File: src/rtl/xadc_pkg.sv
// Shared DRP definitions for the XADC write path: bus widths, FSM state encoding
// and the XADC register addresses that the board sequencers program.
package xadc_pkg;

   localparam int DRP_ADDR_W = 7;
   localparam int DRP_DATA_W = 16;

   localparam logic [6:0] XADC_CFG0         = 7'h40;
   localparam logic [6:0] XADC_CFG1         = 7'h41;
   localparam logic [6:0] XADC_CFG2         = 7'h42;
   localparam logic [6:0] XADC_VAUX11_STAT  = 7'h1B;

   // The read-back states are only reachable when XADC_DRP_VERIFY_EN is defined.
   typedef enum logic [2:0] {
      ST_IDLE     = 3'd0,
      ST_WR_ISSUE = 3'd1,
      ST_WR_WAIT  = 3'd2,
      ST_RD_ISSUE = 3'd3,
      ST_RD_WAIT  = 3'd4
   } drp_state_t;

endpackage

File: src/rtl/drp_timeout_ctr.sv
// Wait-cycle counter for DRP accesses: cleared outside the wait states, counts while
// enabled and flags expiry on the TIMEOUT_CYC-th enabled cycle.
module drp_timeout_ctr #(
   parameter int TIMEOUT_CYC = 255
) (
   input  logic clk,
   input  logic rst_n,
   input  logic i_clear,
   input  logic i_en,
   output logic o_expire
);

   localparam int              CNT_W = $clog2(TIMEOUT_CYC + 1);
   localparam logic [CNT_W-1:0] LAST = CNT_W'(TIMEOUT_CYC - 1);

   logic [CNT_W-1:0] r_count;

   // Saturates at LAST so a late drdy on the final wait cycle still wins over expiry.
   always_ff @(posedge clk or negedge rst_n) begin
      if (!rst_n) begin
         r_count <= '0;
      end else if (i_clear) begin
         r_count <= '0;
      end else if (i_en && (r_count != LAST)) begin
         r_count <= r_count + 1'b1;
      end
   end

   assign o_expire = i_en && (r_count == LAST);

endmodule

File: src/rtl/xadc_drp_writer.sv
// DRP write initiator for xadc_wiz_0: one valid/ready request, single den pulse, waits drdy.
// Optional read-back check enabled by defining XADC_DRP_VERIFY_EN.
module xadc_drp_writer
   import xadc_pkg::*;
#(
   parameter int ADDR_W      = DRP_ADDR_W,
   parameter int DATA_W      = DRP_DATA_W,
   parameter int TIMEOUT_CYC = 255
) (
   input  logic              CLK100MHZ,
   input  logic              CPU_RESETN,
   input  logic              req_valid,
   output logic              req_ready,
   input  logic [ADDR_W-1:0] req_addr,
   input  logic [DATA_W-1:0] req_data,
   output logic              done,
   output logic              err_timeout,
   output logic              err_verify,
   input  logic              err_clr,
   output logic [ADDR_W-1:0] daddr,
   output logic              den,
   output logic              dwe,
   output logic [DATA_W-1:0] di,
   input  logic [DATA_W-1:0] drp_do,
   input  logic              drdy,
   input  logic              drp_busy
);

   drp_state_t        r_state;
   logic              r_ready;
   logic              r_done;
   logic              r_den;
   logic              r_dwe;
   logic [ADDR_W-1:0] r_daddr;
   logic [DATA_W-1:0] r_di;
   logic              r_err_timeout;
   logic              w_in_wait;
   logic              w_expire;

`ifdef XADC_DRP_VERIFY_EN
   logic              r_err_verify;
   assign w_in_wait = (r_state == ST_WR_WAIT) || (r_state == ST_RD_WAIT);
`else
   assign w_in_wait = (r_state == ST_WR_WAIT);
`endif

   drp_timeout_ctr #(
      .TIMEOUT_CYC (TIMEOUT_CYC)
   ) u_timeout (
      .clk      (CLK100MHZ),
      .rst_n    (CPU_RESETN),
      .i_clear  (!w_in_wait),
      .i_en     (w_in_wait),
      .o_expire (w_expire)
   );

   // daddr/di double as the latched request, so they stay stable until the next accept.
   always_ff @(posedge CLK100MHZ or negedge CPU_RESETN) begin
      if (!CPU_RESETN) begin
         r_state       <= ST_IDLE;
         r_ready       <= 1'b0;
         r_done        <= 1'b0;
         r_den         <= 1'b0;
         r_dwe         <= 1'b0;
         r_daddr       <= '0;
         r_di          <= '0;
         r_err_timeout <= 1'b0;
`ifdef XADC_DRP_VERIFY_EN
         r_err_verify  <= 1'b0;
`endif
      end else begin
         r_den  <= 1'b0;
         r_dwe  <= 1'b0;
         r_done <= 1'b0;
         if (err_clr) begin
            r_err_timeout <= 1'b0;
`ifdef XADC_DRP_VERIFY_EN
            r_err_verify  <= 1'b0;
`endif
         end
         case (r_state)
            ST_IDLE: begin
               if (req_valid && r_ready) begin
                  r_daddr <= req_addr;
                  r_di    <= req_data;
                  r_den   <= 1'b1;
                  r_dwe   <= 1'b1;
                  r_ready <= 1'b0;
                  r_state <= ST_WR_ISSUE;
               end else begin
                  r_ready <= !drp_busy;
               end
            end
            ST_WR_ISSUE: begin
               r_state <= ST_WR_WAIT;
            end
            ST_WR_WAIT: begin
               if (drdy) begin
`ifdef XADC_DRP_VERIFY_EN
                  r_den   <= 1'b1;
                  r_state <= ST_RD_ISSUE;
`else
                  r_done  <= 1'b1;
                  r_ready <= !drp_busy;
                  r_state <= ST_IDLE;
`endif
               end else if (w_expire) begin
                  r_err_timeout <= 1'b1;
                  r_done        <= 1'b1;
                  r_ready       <= !drp_busy;
                  r_state       <= ST_IDLE;
               end
            end
`ifdef XADC_DRP_VERIFY_EN
            ST_RD_ISSUE: begin
               r_state <= ST_RD_WAIT;
            end
            ST_RD_WAIT: begin
               if (drdy) begin
                  if (drp_do != r_di) begin
                     r_err_verify <= 1'b1;
                  end
                  r_done  <= 1'b1;
                  r_ready <= !drp_busy;
                  r_state <= ST_IDLE;
               end else if (w_expire) begin
                  r_err_timeout <= 1'b1;
                  r_done        <= 1'b1;
                  r_ready       <= !drp_busy;
                  r_state       <= ST_IDLE;
               end
            end
`endif
            default: begin
               r_ready <= 1'b0;
               r_state <= ST_IDLE;
            end
         endcase
      end
   end

   assign req_ready   = r_ready;
   assign done        = r_done;
   assign den         = r_den;
   assign dwe         = r_dwe;
   assign daddr       = r_daddr;
   assign di          = r_di;
   assign err_timeout = r_err_timeout;

`ifdef XADC_DRP_VERIFY_EN
   assign err_verify = r_err_verify;
`else
   logic w_unused_do;
   assign w_unused_do = ^drp_do;
   assign err_verify  = 1'b0;
`endif

endmodule

File: config.mk
export PLATFORM = sky130hd
export DESIGN_NAME = xadc_drp_writer
export DESIGN_NICKNAME = d
export VERILOG_FILES = /design/src/rtl/xadc_pkg.sv /design/src/rtl/drp_timeout_ctr.sv /design/src/rtl/xadc_drp_writer.sv
export SDC_FILE = /design/constraint.sdc
export NUM_CORES = 1
export LEC_CHECK = 0
export CORE_MARGIN = 2
export CORE_UTILIZATION = 40
export CTS_CLUSTER_SIZE = 40
export DETAILED_ROUTE_END_ITERATION = 8
export GPL_ROUTABILITY_DRIVEN = 0
export PLACE_DENSITY = 0.81
export SETUP_SLACK_MARGIN = 0.15
export SKIP_LAST_GASP = 1
export SLEW_MARGIN = 30
export SYNTH_ARGS = -nofsm -noshare
export SYNTH_HDL_FRONTEND = slang
export SYNTH_SLANG_ARGS = --single-unit
File: constraint.sdc
create_clock -name CLK100MHZ -period 2.8 [get_ports CLK100MHZ]
set_input_delay 0.28 -clock CLK100MHZ [delete_from_list [all_inputs] [get_ports CLK100MHZ]]
set_output_delay 0.28 -clock CLK100MHZ [all_outputs]
set_load 0.01 [all_outputs]
==> results of run 1 <==
-- state kept, by name, indices dropped and copies added (netlist names) --
name,cells
di,16
u_timeout.r_count,8
dwe,1
r_state,2
req_ready,1
done,1
daddr,7
err_timeout,1
-- critical path, cell delays in order, from the launching register on --
cell      delay, ps
dfrtp_1         430
inv_1            80
ha_1            210
and3_1          230
o311ai_0        360
o41ai_1         140
-- cells in the mapped netlist --
library cell  instances  share of area (%)
nand4_1               2               0.80
mux2_2               23                 17
nor2b_1               1               0.40
a21oi_1               1               0.32
buf_2                 1               0.32
a211oi_1              1               0.48
nor3_4                1                1.0
nor4bb_1              1               0.64
or2_1                 1               0.40
nor2_1                1               0.24
nor3_1                5                1.6
nand2_1               5                1.2
dfrtp_1              37                 59
conb_1                1               0.24
o22ai_1               1               0.40
inv_1                 4               0.96
o2111ai_1             1               0.56
buf_4                 2               0.96
o211ai_1              1               0.48
o21bai_1              1               0.48
o21ai_0               4                1.3
buf_6                 3                2.2
nand3_1               2               0.64
ha_1                  2                1.6
o41ai_1               2                1.1
o311ai_0              2                1.1
nand3b_1              1               0.48
and3_1                4                1.6
or3b_1                1               0.56
a31oi_1               6                2.4
-- per-stage QoR --
stage | utilization, % | cells | total power, mW | setup slack, ps
after floorplan | - | 118 | 1.28 | 1390
after global placement | 57.8 | 218 | 1.72 | 1040
after detailed placement | 57.8 | 218 | 1.75 | 1020
after CTS | 59.8 | 224 | 2.09 | 1230
after global routing | 59.8 | 224 | 2.19 | 1150
final | 59.8 | 224 | 2.06 | 1230
-- where the power goes --
part | switching, mW | internal, mW
registers | 0.123 | 0.740
logic | 0.315 | 0.549
clock network | 0.171 | 0.163
-- cell families (layout without fill, tap and decap cells) --
kind of cell    after synthesis  count (layout)  share of synthesized area, %
compound gates               20              20                          8.62
flops                        37              37                          59.1
buf+inv                      10              68                          4.39
simple gates                 25              25                          9.58
mux                          23              23                          16.5
other cells                   1               1                         0.239
fa+ha+maj                     2               2                          1.60
-- cell usage in the layout (no fill, tap or decap), types with 2 or more instances in the layout --
master and count:
clkdlybuf4s50_1 56, dfrtp_1 37, mux2_2 23, a31oi_1 6, nand2_1 5, nor3_1 5, clkbuf_8 5, inv_1 4
and3_1 4, o21ai_0 4, nand3_1 2, nand4_1 2, o311ai_0 2, o41ai_1 2, ha_1 2, buf_4 2
-- layout make-up --
cell class / instances / area, µm² / area share, %
inverter: 4 / 15.0 / 0.675
multi-input combinational: 71 / 573 / 25.8
clock inverter: 1 / 5.00 / 0.225
sequential: 37 / 926 / 41.6
tap: 48 / 60.1 / 2.70
timing repair buffer: 58 / 576 / 25.9
clock buffer: 5 / 68.8 / 3.10
-- routing by layer --
metal	wire, µm	global-route usage [%]	up-vias
met5	0	0	-
met4	85	7.65	0
met3	200	3.38	11
met2	1540	26.0	46
met1	1410	20.5	560
li1	-	-	547
-- how the worst max path moves through the flow --
stage	to	slack (ps)
after floorplan	daddr[2]$_DFFE_PN0P_	1390
after global placement	daddr[4]$_DFFE_PN0P_	1040
after detailed placement	daddr[6]$_DFFE_PN0P_	1020
after CTS	u_timeout.r_count[7]$_DFFE_PN0P_	1230
after global routing	u_timeout.r_count[7]$_DFFE_PN0P_	1150
final	u_timeout.r_count[7]$_DFFE_PN0P_	1230
==> out/summary.txt, run 1 <==
Worst R2R Setup Slack - 1230 ps
Total GRT Usage - 16.1%
Fin crit share - 56.2%
Clk slew on worst S/H paths - 70 ps
Status - completed
Root Driver - clkbuf_8
Number of detailed-route iterations in the first pass - 4
Max Freq - 636 MHz
Critical path type - flop to flop
Min Tclk post-route - 1570 ps
RSZ-0062 raised after global routing - no
Skew-Pair Late Insertion Delay - 290 ps
Cell Area, Placed - 2150 µm²
Max clock buf depth - 2
Cells after synthesis - 118
Worst hold path class - primary input to async pin
Num CTS Buffers - 5
Pin count of the biggest net entering global routing - 38
Power Dens Cells - 927 nW/µm²
CTS tree - done
PortBufs - 56
Mapped Area - 1570 µm²
Post-CTS Setup Repair Bufs - 0
Grt ovf - 0
#FFs+latches synth - 37
Worst r2r src - u_timeout.r_count[0]$_DFFE_PN0P_
Starting density of the core - 42.2%
Post-CTS sizing - 0
Worst Path Arrival - 1730 ps
Inserted Diodes - 0
Leakage power - 0.913 nW
H-tree levels - 2
Setup Skew - 5.71 ps
Setup TNS - 0 ps
Vias in the first global route - 1133
Startpoint Class - flop
Finished Cell Area - 2220 µm²
DRC - 0
Cell variety after synth - 30
Drt total wl - 3230 µm
Vias - 1164
Final setup fails - 0
Reg2reg end - u_timeout.r_count[7]$_DFFE_PN0P_
Die height - 66.6 µm
Die width - 66.6 µm
Layout area overhead - 41.8%
Post-route ant nets - 0
Cell Rows - 22
Hold Vio Cnt, Final - 0
Slew Viols, Final - 0
Hold Slack - 420 ps
DR iter-0 viols - 34
Required time of the worst setup path - 2950 ps
Max VDD drop - 476 µV
CP Capture Type - flop
Critical path launch point - u_timeout.r_count[0]$_DFFE_PN0P_
Core area - 3720 µm²
Via density - 5.20
# hold bufs at CTS - 0
Layout cell share with drive strength beyond 1 - 18.2%
Die Footprint - 4440 µm²
Synthesized area per cell - 13.3 µm²
Initial antenna violation count - 0
Routed WL per cell - 14.4 µm
Reg2Reg Depth - 5
Register area share after synthesis - 59.1%
CTS Sinks - 37
Hpwl dp - 2350 µm
# fillers - 312
Syn Nets - 165
Ys Warns - 0
Max_cap viols - 0
I/O pin count - 74
Crit-path max FO - 6
First-pass GRT wire length - 5250 µm
Fin nets - 224
Note: power is estimated with default switching activity, not from simulation.
==> run 2, diff against run 1 <==
clock period = 1.64 ns   (was 2.8 ns; I/O delays follow)
==> out/summary.txt, run 2 (synthesized netlist as in run 1, its figures left out) <==
DR iter-0 viols - 92 (was 34)
P_sw - 1.07 mW (was 0.608 mW)
Leakage power - 0.937 nW (was 0.913 nW)
Via density - 5.23 (was 5.20)
Vias - 1192 (was 1164)
Setup Skew - 6.58 ps (was 5.71 ps)
Drt total wl - 3370 µm (was 3230 µm)
Worst R2R Setup Slack - 220 ps (was 1230 ps)
Initial antenna violation count - 0 (unchanged)
Final setup fails - 0 (unchanged)
Worst Path Arrival - 1610 ps (was 1730 ps)
Slowest CP cell - dfrtp_1 (unchanged)
Count of buffer and inverter cells on the critical path - 1 (unchanged)
Max incr delay on CP - 390 ps (was 430 ps)
Slew Viols, Final - 0 (unchanged)
Reg2Reg Depth - 5 (unchanged)
Crit. path cell count - 5 (unchanged)
Pin count of the biggest net entering global routing - 38 (unchanged)
Worst-path cell chain - inv_1, ha_1, nand3_1, or2_1, a211oi_1 (was inv_1, ha_1, and3_1, o311ai_0, o41ai_1)
Dpl ws - 35.0 ps (was 1020 ps)
Worst r2r src - u_timeout.r_count[0]$_DFFE_PN0P_ (unchanged)
Seq pwr share - 40.7% (was 41.9%)
Die Footprint - 4440 µm² (unchanged)
Grt ovf - 0 (unchanged)
Clk network pwr share - 16.5% (was 16.2%)
First-pass GRT wire length - 5270 µm (was 5250 µm)
PnR worst setup slack - 217 ps (was 1230 ps)
Max VDD drop - 796 µV (was 476 µV)
Layout cell share with drive strength beyond 1 - 22.2% (was 18.2%)
Root Driver - clkbuf_8 (unchanged)
Post-route ant nets - 0 (unchanged)
PortBufs - 56 (unchanged)
Reg2reg end - u_timeout.r_count[1]$_DFFE_PN0P_ (was u_timeout.r_count[7]$_DFFE_PN0P_)
Crit-path max FO - 4 (was 6)
Power Dens Cells - 1570 nW/µm² (was 927 nW/µm²)
Max_cap viols - 0 (unchanged)
Top delay family on crit path - simple AND/OR/NAND/NOR gates (was compound AO/OA/AOI/OAI gates)
Max reg flops - 16 (unchanged)
Hold Vio Cnt, Final - 0 (unchanged)
Clk slew on worst S/H paths - 70 ps (about the same)
DRC - 0 (unchanged)
Min Tclk post-route - 1420 ps (was 1570 ps)
RSZ-0062 raised after global routing - no (unchanged)
Most frequent cells in the layout - clkdlybuf4s50_1, dfrtp_1, mux2_2 (unchanged)
Skew-Pair Late Insertion Delay - 280 ps (was 290 ps)
Number of detailed-route iterations in the first pass - 4 (unchanged)
CTS tree - done (unchanged)
Critical path launch point - u_timeout.r_count[0]$_DFFE_PN0P_ (unchanged)
Starting density of the core - 42.2% (unchanged)
Internal power - 2.53 mW (was 1.45 mW)
Total GRT Usage - 16.0% (was 16.1%)
Hpwl dp - 2490 µm (was 2350 µm)
Core area - 3720 µm² (unchanged)
Die height - 66.6 µm (unchanged)
Gate power share - 42.8% (was 41.9%)
Routed WL per cell - 14.8 µm (was 14.4 µm)
H-tree levels - 2 (unchanged)
Status - completed (unchanged)
Fin nets - 226 (was 224)
Most common cell after layout, fill and taps aside - clkdlybuf4s50_1 (unchanged)
Critical path destination - u_timeout.r_count[1]$_DFFE_PN0P_ (was u_timeout.r_count[7]$_DFFE_PN0P_)
CTS Sinks - 37 (unchanged)
Critical path type - flop to flop (unchanged)
Num CTS Buffers - 5 (unchanged)
Sw frac - 29.6% (was 29.5%)
Max Freq - 703 MHz (was 636 MHz)
Required time of the worst setup path - 1830 ps (was 2950 ps)
Vias in the first global route - 1139 (was 1133)
Layout area overhead - 46.7% (was 41.8%)
Cell Rows - 22 (unchanged)
Fin crit share - 86.8% (was 56.2%)
Max clock buf depth - 2 (unchanged)
Inserted Diodes - 0 (unchanged)
Worst hold path class - primary input to async pin (unchanged)
Die width - 66.6 µm (unchanged)
I/O pin count - 74 (unchanged)
CP Capture Type - flop (unchanged)
Startpoint Class - flop (unchanged)
Setup TNS - 0 ps (unchanged)
run 2: worst min path at each step:
| stage | to | from | slack [ps] | cells past startpoint |
|---|---|---|---|---|
| floorplan | daddr[0]$_DFFE_PN0P_ | CPU_RESETN | -130 | 0 |
| global placement | u_timeout.r_count[7]$_DFFE_PN0P_ | u_timeout.r_count[7]$_DFFE_PN0P_ | 480 | 1 |
| detailed placement | daddr[4]$_DFFE_PN0P_ | daddr[4]$_DFFE_PN0P_ | 500 | 1 |
| CTS | di[7]$_DFFE_PN0P_ | CPU_RESETN | 320 | 2 |
| global route | di[13]$_DFFE_PN0P_ | CPU_RESETN | 340 | 2 |
| finish | daddr[6]$_DFFE_PN0P_ | CPU_RESETN | 310 | 2 |
run 2: area by class of cell:
class	instances	area (µm²)
clock inverter	2	10.0
tap	48	60.1
clock buffer	6	72.6
fill	293	1420
multi-input combinational	71	613
sequential	37	926
inverter	4	15.0
timing repair buffer	60	603
run 2: through the flow:
| stage | instances | hold WS, ps | utilization [%] | instance area (µm²) | power, mW |
|---|---|---|---|---|---|
| after floorplan | 118 | -132 | - | 1570 | 2.18 |
| after global placement | 218 | 482 | 58.2 | 2160 | 2.95 |
| after detailed placement | 218 | 495 | 58.2 | 2160 | 3.01 |
| after CTS | 227 | 317 | 60.6 | 2250 | 3.63 |
| after global routing | 228 | 342 | 61.9 | 2300 | 3.81 |
| final | 228 | 308 | 61.9 | 2300 | 3.60 |
run 2: worst reg2reg max path: cells and delay by family, from the launching register on:
family	cells	cell delay (ps)
flip-flops	1	390
adder cells (fa/ha/maj)	1	180
AO/OA/AOI/OAI	1	250
buffers and inverters	1	80
AND/OR/NAND/NOR	2	430
run 2: metal layers:
metal	track usage, %	vias up	share of wire [%]
met5	0	-	0
li1	-	556	-
met2	27.4	52	49
met4	6.12	0	1.7
met1	19.1	578	42
met3	4.22	6	6.5
run 2: power groups by stage:
stage / logic [mW] / clock network (mW) / registers (mW)
3_5_place_dp: 1.51 / 0 / 1.50
6_report: 1.54 / 0.594 / 1.47
5_1_grt: 1.64 / 0.663 / 1.51
2_1_floorplan: 0.560 / 0 / 1.62
4_1_cts: 1.54 / 0.617 / 1.47
3_3_place_gp: 1.48 / 0 / 1.47
run 2: repair_timing:
| item | 4_1_cts | 5_1_grt |
|---|---|---|
| gates resized for setup | 2 | 7 |
| hold buffers | 0 | 0 |
| hold endpoints to repair | 0 | 0 |
| buffers inserted | 1 | 1 |
| endpoints found under the setup margin | 2 | 2 |
